<file path="src/rtl/score_feeder_pkg.sv">
// Shared constants and state type for the score feeder that sits in front of the max-comparator tree.
// Score width, class count and tree latency live here so the tree and the feeder agree.
package score_feeder_pkg;

    localparam int DATA_LEN_DFLT  = 8;
    localparam int NUM_CLASS_DFLT = 10;
    localparam int TREE_LAT_DFLT  = 4;
    localparam int IDX_W          = 4;

    typedef enum logic [1:0] {
        FILL = 2'd0,
        WAIT = 2'd1,
        HOLD = 2'd2
    } feeder_state_e;

    function automatic logic [IDX_W-1:0] lane_index(input int k);
        return IDX_W'(k);
    endfunction

endpackage

</file>
<file path="src/rtl/score_feeder_if.sv">
// Score stream, comparator-tree lanes and class-result handshake of the score feeder.
// Optional out_score signal exists only when SCORE_FEEDER_SCORE_OUT_EN is defined.
interface score_feeder_if
    import score_feeder_pkg::*;
#(
    parameter int NUM_CLASS = NUM_CLASS_DFLT,
    parameter int DATA_LEN  = DATA_LEN_DFLT
);
    logic                              in_valid;
    logic                              in_ready;
    logic signed [DATA_LEN-1:0]        in_data;
    logic [NUM_CLASS*DATA_LEN-1:0]     lane_data;
    logic [NUM_CLASS*IDX_W-1:0]        lane_num;
    logic [IDX_W-1:0]                  tree_num;
    logic signed [DATA_LEN-1:0]        tree_q;
    logic                              out_valid;
    logic                              out_ready;
    logic [IDX_W-1:0]                  out_num;
`ifdef SCORE_FEEDER_SCORE_OUT_EN
    logic signed [DATA_LEN-1:0]        out_score;

    modport slave (
        input  in_valid, in_data, tree_num, tree_q, out_ready,
        output in_ready, lane_data, lane_num, out_valid, out_num, out_score
    );
    modport master (
        output in_valid, in_data, tree_num, tree_q, out_ready,
        input  in_ready, lane_data, lane_num, out_valid, out_num, out_score
    );
`else
    modport slave (
        input  in_valid, in_data, tree_num, tree_q, out_ready,
        output in_ready, lane_data, lane_num, out_valid, out_num
    );
    modport master (
        output in_valid, in_data, tree_num, tree_q, out_ready,
        input  in_ready, lane_data, lane_num, out_valid, out_num
    );
`endif
endinterface

</file>
<file path="src/rtl/score_feeder.sv">
// Collects one frame of class scores into parallel tagged lanes, waits out the comparator
// tree latency and presents the winning index. Optional SCORE_FEEDER_SCORE_OUT_EN adds out_score.
module score_feeder
    import score_feeder_pkg::*;
#(
    parameter int NUM_CLASS = NUM_CLASS_DFLT,
    parameter int DATA_LEN  = DATA_LEN_DFLT,
    parameter int TREE_LAT  = TREE_LAT_DFLT
) (
    input  logic           clk,
    input  logic           rst_n,
    score_feeder_if.slave  bus
);
    localparam logic [3:0] CNT_LAST  = 4'(NUM_CLASS - 1);
    localparam logic [3:0] WAIT_LAST = 4'(TREE_LAT - 1);

    feeder_state_e                 state_r, state_s;
    logic [3:0]                    cnt_r, cnt_s;
    logic [3:0]                    wait_cnt_r, wait_cnt_s;
    logic                          in_ready_r;
    logic                          out_valid_r;
    logic [IDX_W-1:0]              out_num_r;
    logic [NUM_CLASS*DATA_LEN-1:0] lane_r;
    logic                          lane_we_s;
    logic                          capture_s;
    logic                          release_s;

    // Next-state, counters and strobes of the FILL/WAIT/HOLD sequencer
    always_comb begin
        state_s    = state_r;
        cnt_s      = cnt_r;
        wait_cnt_s = wait_cnt_r;
        lane_we_s  = 1'b0;
        capture_s  = 1'b0;
        release_s  = 1'b0;
        case (state_r)
            FILL: begin
                if (bus.in_valid && in_ready_r) begin
                    lane_we_s = 1'b1;
                    if (cnt_r == CNT_LAST) begin
                        cnt_s      = 4'd0;
                        wait_cnt_s = 4'd0;
                        state_s    = WAIT;
                    end else begin
                        cnt_s = cnt_r + 4'd1;
                    end
                end else begin
                    cnt_s = cnt_r;
                end
            end
            WAIT: begin
                if (wait_cnt_r == WAIT_LAST) begin
                    capture_s  = 1'b1;
                    wait_cnt_s = 4'd0;
                    state_s    = HOLD;
                end else begin
                    wait_cnt_s = wait_cnt_r + 4'd1;
                end
            end
            HOLD: begin
                if (bus.out_ready) begin
                    release_s = 1'b1;
                    state_s   = FILL;
                end else begin
                    state_s = HOLD;
                end
            end
            default: begin
                state_s    = FILL;
                cnt_s      = 4'd0;
                wait_cnt_s = 4'd0;
            end
        endcase
    end

    // Sequencer state, lane storage and registered handshake outputs
    always_ff @(posedge clk or negedge rst_n) begin
        if (!rst_n) begin
            state_r     <= FILL;
            cnt_r       <= 4'd0;
            wait_cnt_r  <= 4'd0;
            in_ready_r  <= 1'b1;
            out_valid_r <= 1'b0;
            out_num_r   <= '0;
            lane_r      <= '0;
        end else begin
            state_r    <= state_s;
            cnt_r      <= cnt_s;
            wait_cnt_r <= wait_cnt_s;
            in_ready_r <= (state_s == FILL);
            if (lane_we_s) begin
                lane_r[int'(cnt_r)*DATA_LEN +: DATA_LEN] <= bus.in_data;
            end
            if (capture_s) begin
                out_valid_r <= 1'b1;
                out_num_r   <= bus.tree_num;
            end else if (release_s) begin
                out_valid_r <= 1'b0;
            end
        end
    end

`ifdef SCORE_FEEDER_SCORE_OUT_EN
    logic signed [DATA_LEN-1:0] out_score_r;

    // Winning score captured alongside the winning index
    always_ff @(posedge clk or negedge rst_n) begin
        if (!rst_n) begin
            out_score_r <= '0;
        end else if (capture_s) begin
            out_score_r <= bus.tree_q;
        end
    end

    assign bus.out_score = out_score_r;
`else
    logic unused_tree_q;
    assign unused_tree_q = ^bus.tree_q;
`endif

    // Lane order must match score order: the tree favours the higher lane on ties
    for (genvar k = 0; k < NUM_CLASS; k++) begin : g_lane_num
        assign bus.lane_num[k*IDX_W +: IDX_W] = lane_index(k);
    end

    assign bus.in_ready  = in_ready_r;
    assign bus.out_valid = out_valid_r;
    assign bus.out_num   = out_num_r;
    assign bus.lane_data = lane_r;

endmodule

</file>
<file path="src/flat_wrapper.sv">
// flat-port wrapper written by rule: the top's interface ports become plain ports
module score_feeder_flat import score_feeder_pkg::*;
#(
    parameter int NUM_CLASS = NUM_CLASS_DFLT,
    parameter int DATA_LEN  = DATA_LEN_DFLT,
    parameter int TREE_LAT  = TREE_LAT_DFLT
)
  (clk, rst_n, bus_in_valid, bus_in_data, bus_tree_num, bus_tree_q, bus_out_ready, bus_in_ready, bus_lane_data, bus_lane_num, bus_out_valid, bus_out_num);
  score_feeder_if #(.NUM_CLASS(NUM_CLASS), .DATA_LEN(DATA_LEN)) bus_i ();
  input  logic clk;
  input  logic rst_n;
  input wire logic [$bits(bus_i.in_valid)-1:0] bus_in_valid;
  input wire logic [$bits(bus_i.in_data)-1:0] bus_in_data;
  input wire logic [$bits(bus_i.tree_num)-1:0] bus_tree_num;
  input wire logic [$bits(bus_i.tree_q)-1:0] bus_tree_q;
  input wire logic [$bits(bus_i.out_ready)-1:0] bus_out_ready;
  output wire logic [$bits(bus_i.in_ready)-1:0] bus_in_ready;
  output wire logic [$bits(bus_i.lane_data)-1:0] bus_lane_data;
  output wire logic [$bits(bus_i.lane_num)-1:0] bus_lane_num;
  output wire logic [$bits(bus_i.out_valid)-1:0] bus_out_valid;
  output wire logic [$bits(bus_i.out_num)-1:0] bus_out_num;
  assign bus_i.in_valid = bus_in_valid;
  assign bus_i.in_data = bus_in_data;
  assign bus_i.tree_num = bus_tree_num;
  assign bus_i.tree_q = bus_tree_q;
  assign bus_i.out_ready = bus_out_ready;
  assign bus_in_ready = bus_i.in_ready;
  assign bus_lane_data = bus_i.lane_data;
  assign bus_lane_num = bus_i.lane_num;
  assign bus_out_valid = bus_i.out_valid;
  assign bus_out_num = bus_i.out_num;
  score_feeder #(.NUM_CLASS(NUM_CLASS), .DATA_LEN(DATA_LEN), .TREE_LAT(TREE_LAT)) u_core (.clk(clk), .rst_n(rst_n), .bus(bus_i));
endmodule
</file>
<file path="config.mk">
export PLATFORM = sky130hd
export DESIGN_NAME = score_feeder_flat
export DESIGN_NICKNAME = d
export VERILOG_FILES = /design/src/rtl/score_feeder_pkg.sv /design/src/rtl/score_feeder_if.sv /design/src/rtl/score_feeder.sv /design/src/flat_wrapper.sv
export SDC_FILE = /design/constraint.sdc
export NUM_CORES = 1
export LEC_CHECK = 0
export ABC_AREA = 1
export BUFFER_PORTS_ARGS = -buffer_cell sky130_fd_sc_hd__buf_2
export CAP_MARGIN = 15
export CORE_UTILIZATION = 52
export DETAILED_ROUTE_END_ITERATION = 12
export GPL_ROUTABILITY_DRIVEN = 0
export GPL_TIMING_DRIVEN = 1
export PLACE_DENSITY_LB_ADDON = 0.1
export SYNTH_ARGS = -nofsm -noshare
export SYNTH_HDL_FRONTEND = slang
export SYNTH_SLANG_ARGS = --single-unit
</file>
<file path="constraint.sdc">
create_clock -name clk -period 3 [get_ports clk]
set_clock_uncertainty 0.1 [all_clocks]
set_input_delay 0 -clock clk [delete_from_list [all_inputs] [get_ports clk]]
set_output_delay 0 -clock clk [all_outputs]
set_load 0.01 [all_outputs]
</file>
Yosys cells after proc, flatten, opt, wreduce, memory -nomap -nowiden
Index checks and enable logic that the tools add are counted.
W data, S select, Z words.
- add/subtract/negate cells: 3
- eq/ne operators: 6
- shift operators: 2
- mux-type cells: 21
- bitwise gates (word level): 2
- reduce and logical (&&, ||, !) cells: 7
- operator list (kind ; count):
    $bwmux W80 ; 1
    $shift A8 B33 Y80 const A ; 1
    $shiftx A8 B33 Y80 ; 1
    $neg A7 Y33 ; 1
    $mux W4 ; 5
    $pmux W4 S3 ; 1
    $add A4 B1 Y4 const B ; 2
    $mux W1 ; 8
    $mux W2 ; 4
    $pmux W4 S2 ; 1
    $pmux W2 S3 ; 1
    $eq A4 B2 Y1 const B ; 1
    $eq A4 B4 Y1 const B ; 1
    $logic_not A2 Y1 ; 2
    $ne A2 B1 Y1 const B ; 2
    $reduce_and A3 Y1 ; 1
    $eq A2 B1 Y1 const B ; 1
    $eq A2 B2 Y1 const B ; 1
    $not A1 Y1 ; 2
    $reduce_and A2 Y1 ; 1
    $reduce_bool A2 Y1 ; 1
    $reduce_or A2 Y1 ; 1
    $logic_and A1 B1 Y1 ; 1
- bits in registers: 96
- output and inout bits: 126
- word-level logic and storage cells: 48

Depth between registers and ports, before layout
- depth after elaboration: 5
- gate-level depth with buffers: 13
- mapped depth without buffers: 11

Worst setup path after synthesis
No wires, ideal clock.
- path type: reg-to-reg
- from: register u_core.cnt_r[0]
- to: register u_core.lane_r[14] (netlist: u_core.bus.lane_data[14])
- arrival: 2106 ps
- slack: 676 ps
- stages on the path, launching flop included: 12
- clock period less this slack: 2324 ps
- cell sequence: dfrtp_1 buf_2 clkbuf_1 nor3_1 ha_1 buf_2 inv_2 nor3_4 nand2_2 buf_6 nand2_1 o21ai_2
- longest elaborated chain between the ends: 3
- elaborated cells between the ends (all ways): 4
- classes of those cells: add/sub (1); shift (2); mux (1)
- ends and longest elaborated chain (what ; line ; source):
    from (decl) ; score_feeder.sv:18 ; logic [3:0] cnt_r, cnt_s;
    from (signal assigned) ; score_feeder.sv:88 ; cnt_r <= cnt_s;
    $neg A7 Y33 * ; score_feeder.sv:92 ; lane_r[int'(cnt_r)*DATA_LEN +: DATA_LEN] <= bus.in_data;
    $shiftx A8 B33 Y80 or $shift A8 B33 Y80 (tied branches) ; score_feeder.sv:92 ;
    $bwmux W80 * ; score_feeder.sv:92 ;
    to (signal, indexed assignment) ; score_feeder.sv:92 ;
    to (decl) ; score_feeder.sv:23 ; logic [NUM_CLASS*DATA_LEN-1:0] lane_r;
Every way passes the cells marked *; elsewhere a longest branch is shown, timed or not.
A chain may end at the register's enable or synchronous reset.

Worst setup path after layout
- from: register u_core.cnt_r[0]
- to: register u_core.lane_r[51] (netlist: u_core.bus.lane_data[51])
The elaborated chain is that of the path after synthesis.

==> flow_summary.ini <==
[outcome]
outcome = finished clean

[timing]
min_period_ns = 2.50
holdWs_ns = 0.184
max_slew.worst_pin.slew_ns = 0.849
min_period_over_period = 0.834
hold_viol_final = 0
slew-limit-headroom = 0.434
drv_slew = 0
fmax_ghz = 0.400
rsz0062_at_grt = no
setup_violations = 0
tns_ns = 0

[synthesis]
syn_area_mm2 = 0.00513
yosysTopAreaCellShare = 0.464
yosys_warnings = 0
synthArstFlopShare = 1.00
ys_top_cells_by_count = nand2_1 (224), dfrtp_1 (95), nand3_1 (53), nor2_1 (53), buf_4 (41)
ys_seq_elements = 96
synth-main-ff-cell = dfrtp_1
synth_area_per_cell_um2 = 8.11
ys_types = 37
yosysMostFrequentCell = nand2_1
synth_seq_area_share = 0.469
synth.area.top_cells = dfrtp_1 (46%), nand2_1 (16%), buf_4 (6.0%), nand3_1 (5.2%), nor2_1 (3.9%)
synth-edff-count = 0
synth_cells = 632
synth_top_area_cell = dfrtp_1

[pwr]
cellLeakagePower_nw = 3.29
power.density_mw_per_mm2 = 702
peakVddDrop_mv = 0.396
finalPower_w = 0.00413

[cells_and_area]
layout.nets = 776
drive_gt1_frac = 0.238
syn2layout_area_growth_pct = 14.9
nFillCells = 843
multi_input_area_mm2 = 0.00229
fin_util = 0.625
stdcell_area_mm2 = 0.00589
insertedDiodeCount = 0
seqCellArea_mm2 = 0.00240

[setup_path]
crit_start = u_core.cnt_r[0]
cp_max_fo = 22
crit_arrival_ns = 2.66
required_ns = 3.16
cp-start-kind = flop
timing.rr.start = u_core.cnt_r[0]
cp-end-kind = flop
crit_type = flop to flop

[clock_tree]
clock_path_buffers = 2
root_buffer = clkbuf_8
cts_resized = 0
clk_latency_ns = 0.36
cts.sinks = 96
clk_pin_slew_ns = 0.09
numCtsBuffers = 9
cts_tree = yes
cts_max_level = 3

[floorplan]
fp.dieArea_mm2 = 0.0103
core_area_mm2 = 0.00942
rows = 35
die_y_um = 101
die_w_um = 101
initial_core_util = 0.544
ios = 150

[global_routing]
first_global_vias = 3907
globalRoute.busiestLayer = met2
grt_pass1_wl_mm = 18.7
track_usage = 0.234
grt_use_met3 = 0.0338
grt_remaining_overflow = 0
antenna_found_initial = 0
grt_max_degree = 70
grt.met2_usage = 0.370
met1_usage = 0.334

[place]
placed_cell_area_mm2 = 0.00555
portBuffers = 101
dp_hpwl_mm = 8.37

[route]
ant_nets = 0
post_drt_wl_per_cell_um = 13.0
drtIter0Drc = 237
via_per_inst = 4.94
via_count = 4328
drc = 0
drt-total-wl_mm = 11.4
dr.pass1.iters = 5

[flow_run]
maxCapViolations = 0

[worst_hold_path]
hp-class = input pin to async pin
through the flow:
stage          worst slack, ns  cells
2_1_floorplan            0.676    670
3_3_place_gp             0.582    846
3_5_place_dp             0.486    846
4_1_cts                  0.469    876
5_1_grt                  0.282    876
6_report                 0.498    876
cell type report:
type | count | area share
sequential | 96 | 0.408
multi-input combinational | 476 | 0.390
timing repair buffer | 121 | 0.118
tap | 129 | 0.0274
inverter | 39 | 0.0253
clock buffer | 10 | 0.0217
clock inverter | 5 | 0.00956
placed cells by master (no fill, tap or decap), types with 8 or more instances in the layout:
| master | n |
|---|---|
| nand2_1 | 224 |
| buf_2 | 100 |
| dfrtp_1 | 95 |
| nor2_1 | 53 |
| nand3_1 | 53 |
| conb_1 | 40 |
| inv_1 | 31 |
| o21ai_2 | 22 |
| dlygate4sd3_1 | 15 |
| nor3_1 | 14 |
| o21ai_0 | 13 |
| ha_1 | 9 |
| clkbuf_8 | 9 |
| nor2_4 | 8 |
cell families (layout without fill, tap and decap cells):
kind of cell             count (synthesis)  count (layout)  synth area share
AND/OR/NAND/NOR                        370             370             0.316
adder cells (fa/ha/maj)                  9               9            0.0220
XOR/XNOR                                 4               4           0.00684
multiplexers                             4               4           0.00879
other                                    2              40           0.00147
buffers and inverters                   98             175             0.111
AO/OA/AOI/OAI                           49              49            0.0652
flip-flops                              96              96             0.469
report_power, final:
group | total (W) | internal [W] | leakage [nW] | switching [W]
registers | 0.00151 | 0.00141 | 1.32 | 0.0000946
logic | 0.00179 | 0.000455 | 1.87 | 0.00134
clock network | 0.000829 | 0.000382 | 0.0925 | 0.000447
metal layers:
layer,wire (µm),up-vias
met5,0,-
met4,159,0
met3,628,16
met2,5120,159
met1,5460,2019
li1,-,2134
worst max-delay path, cell delays in order (launching register included):
cell and delay (ns):
dfrtp_1 0.46, inv_2 0.13, ha_1 0.27, inv_1 0.07, nand2_1 0.08, nand2_4 0.20, nand2_2 0.30, nor2_4 0.27
nand3_1 0.30, nand2_1 0.15, nand2_1 0.06
final timing paths:
kind / to / slack, ns / depth (start not counted)
min: u_core.bus.lane_data[11] / 0.18 / 2
min reg2reg: u_core.bus.lane_data[47] / 0.38 / 2
max reg2reg: u_core.bus.lane_data[51] / 0.50 / 10
min in group clk: u_core.bus.out_num[0] / 0.30 / 3
max: u_core.bus.lane_data[51] / 0.50 / 10
max in group asynchronous: u_core.bus.lane_data[69] / 1.88 / 3
sequential cells by signal, indices dropped and copies added (netlist names):
name	cells
u_core.bus.out_valid	1
u_core.state_r	2
u_core.wait_cnt_r	4
u_core.bus.lane_data	80
u_core.bus.in_ready	1
u_core.cnt_r	4
u_core.bus.out_num	4
what timing repair did:
| item | 4_1_cts | 5_1_grt |
|---|---|---|
| hold buffers | 15 | 0 |
| buffers inserted | 0 | 0 |
| hold endpoints to repair | 123 | 0 |
No activity file was read; power rests on OpenSTA's default activity.
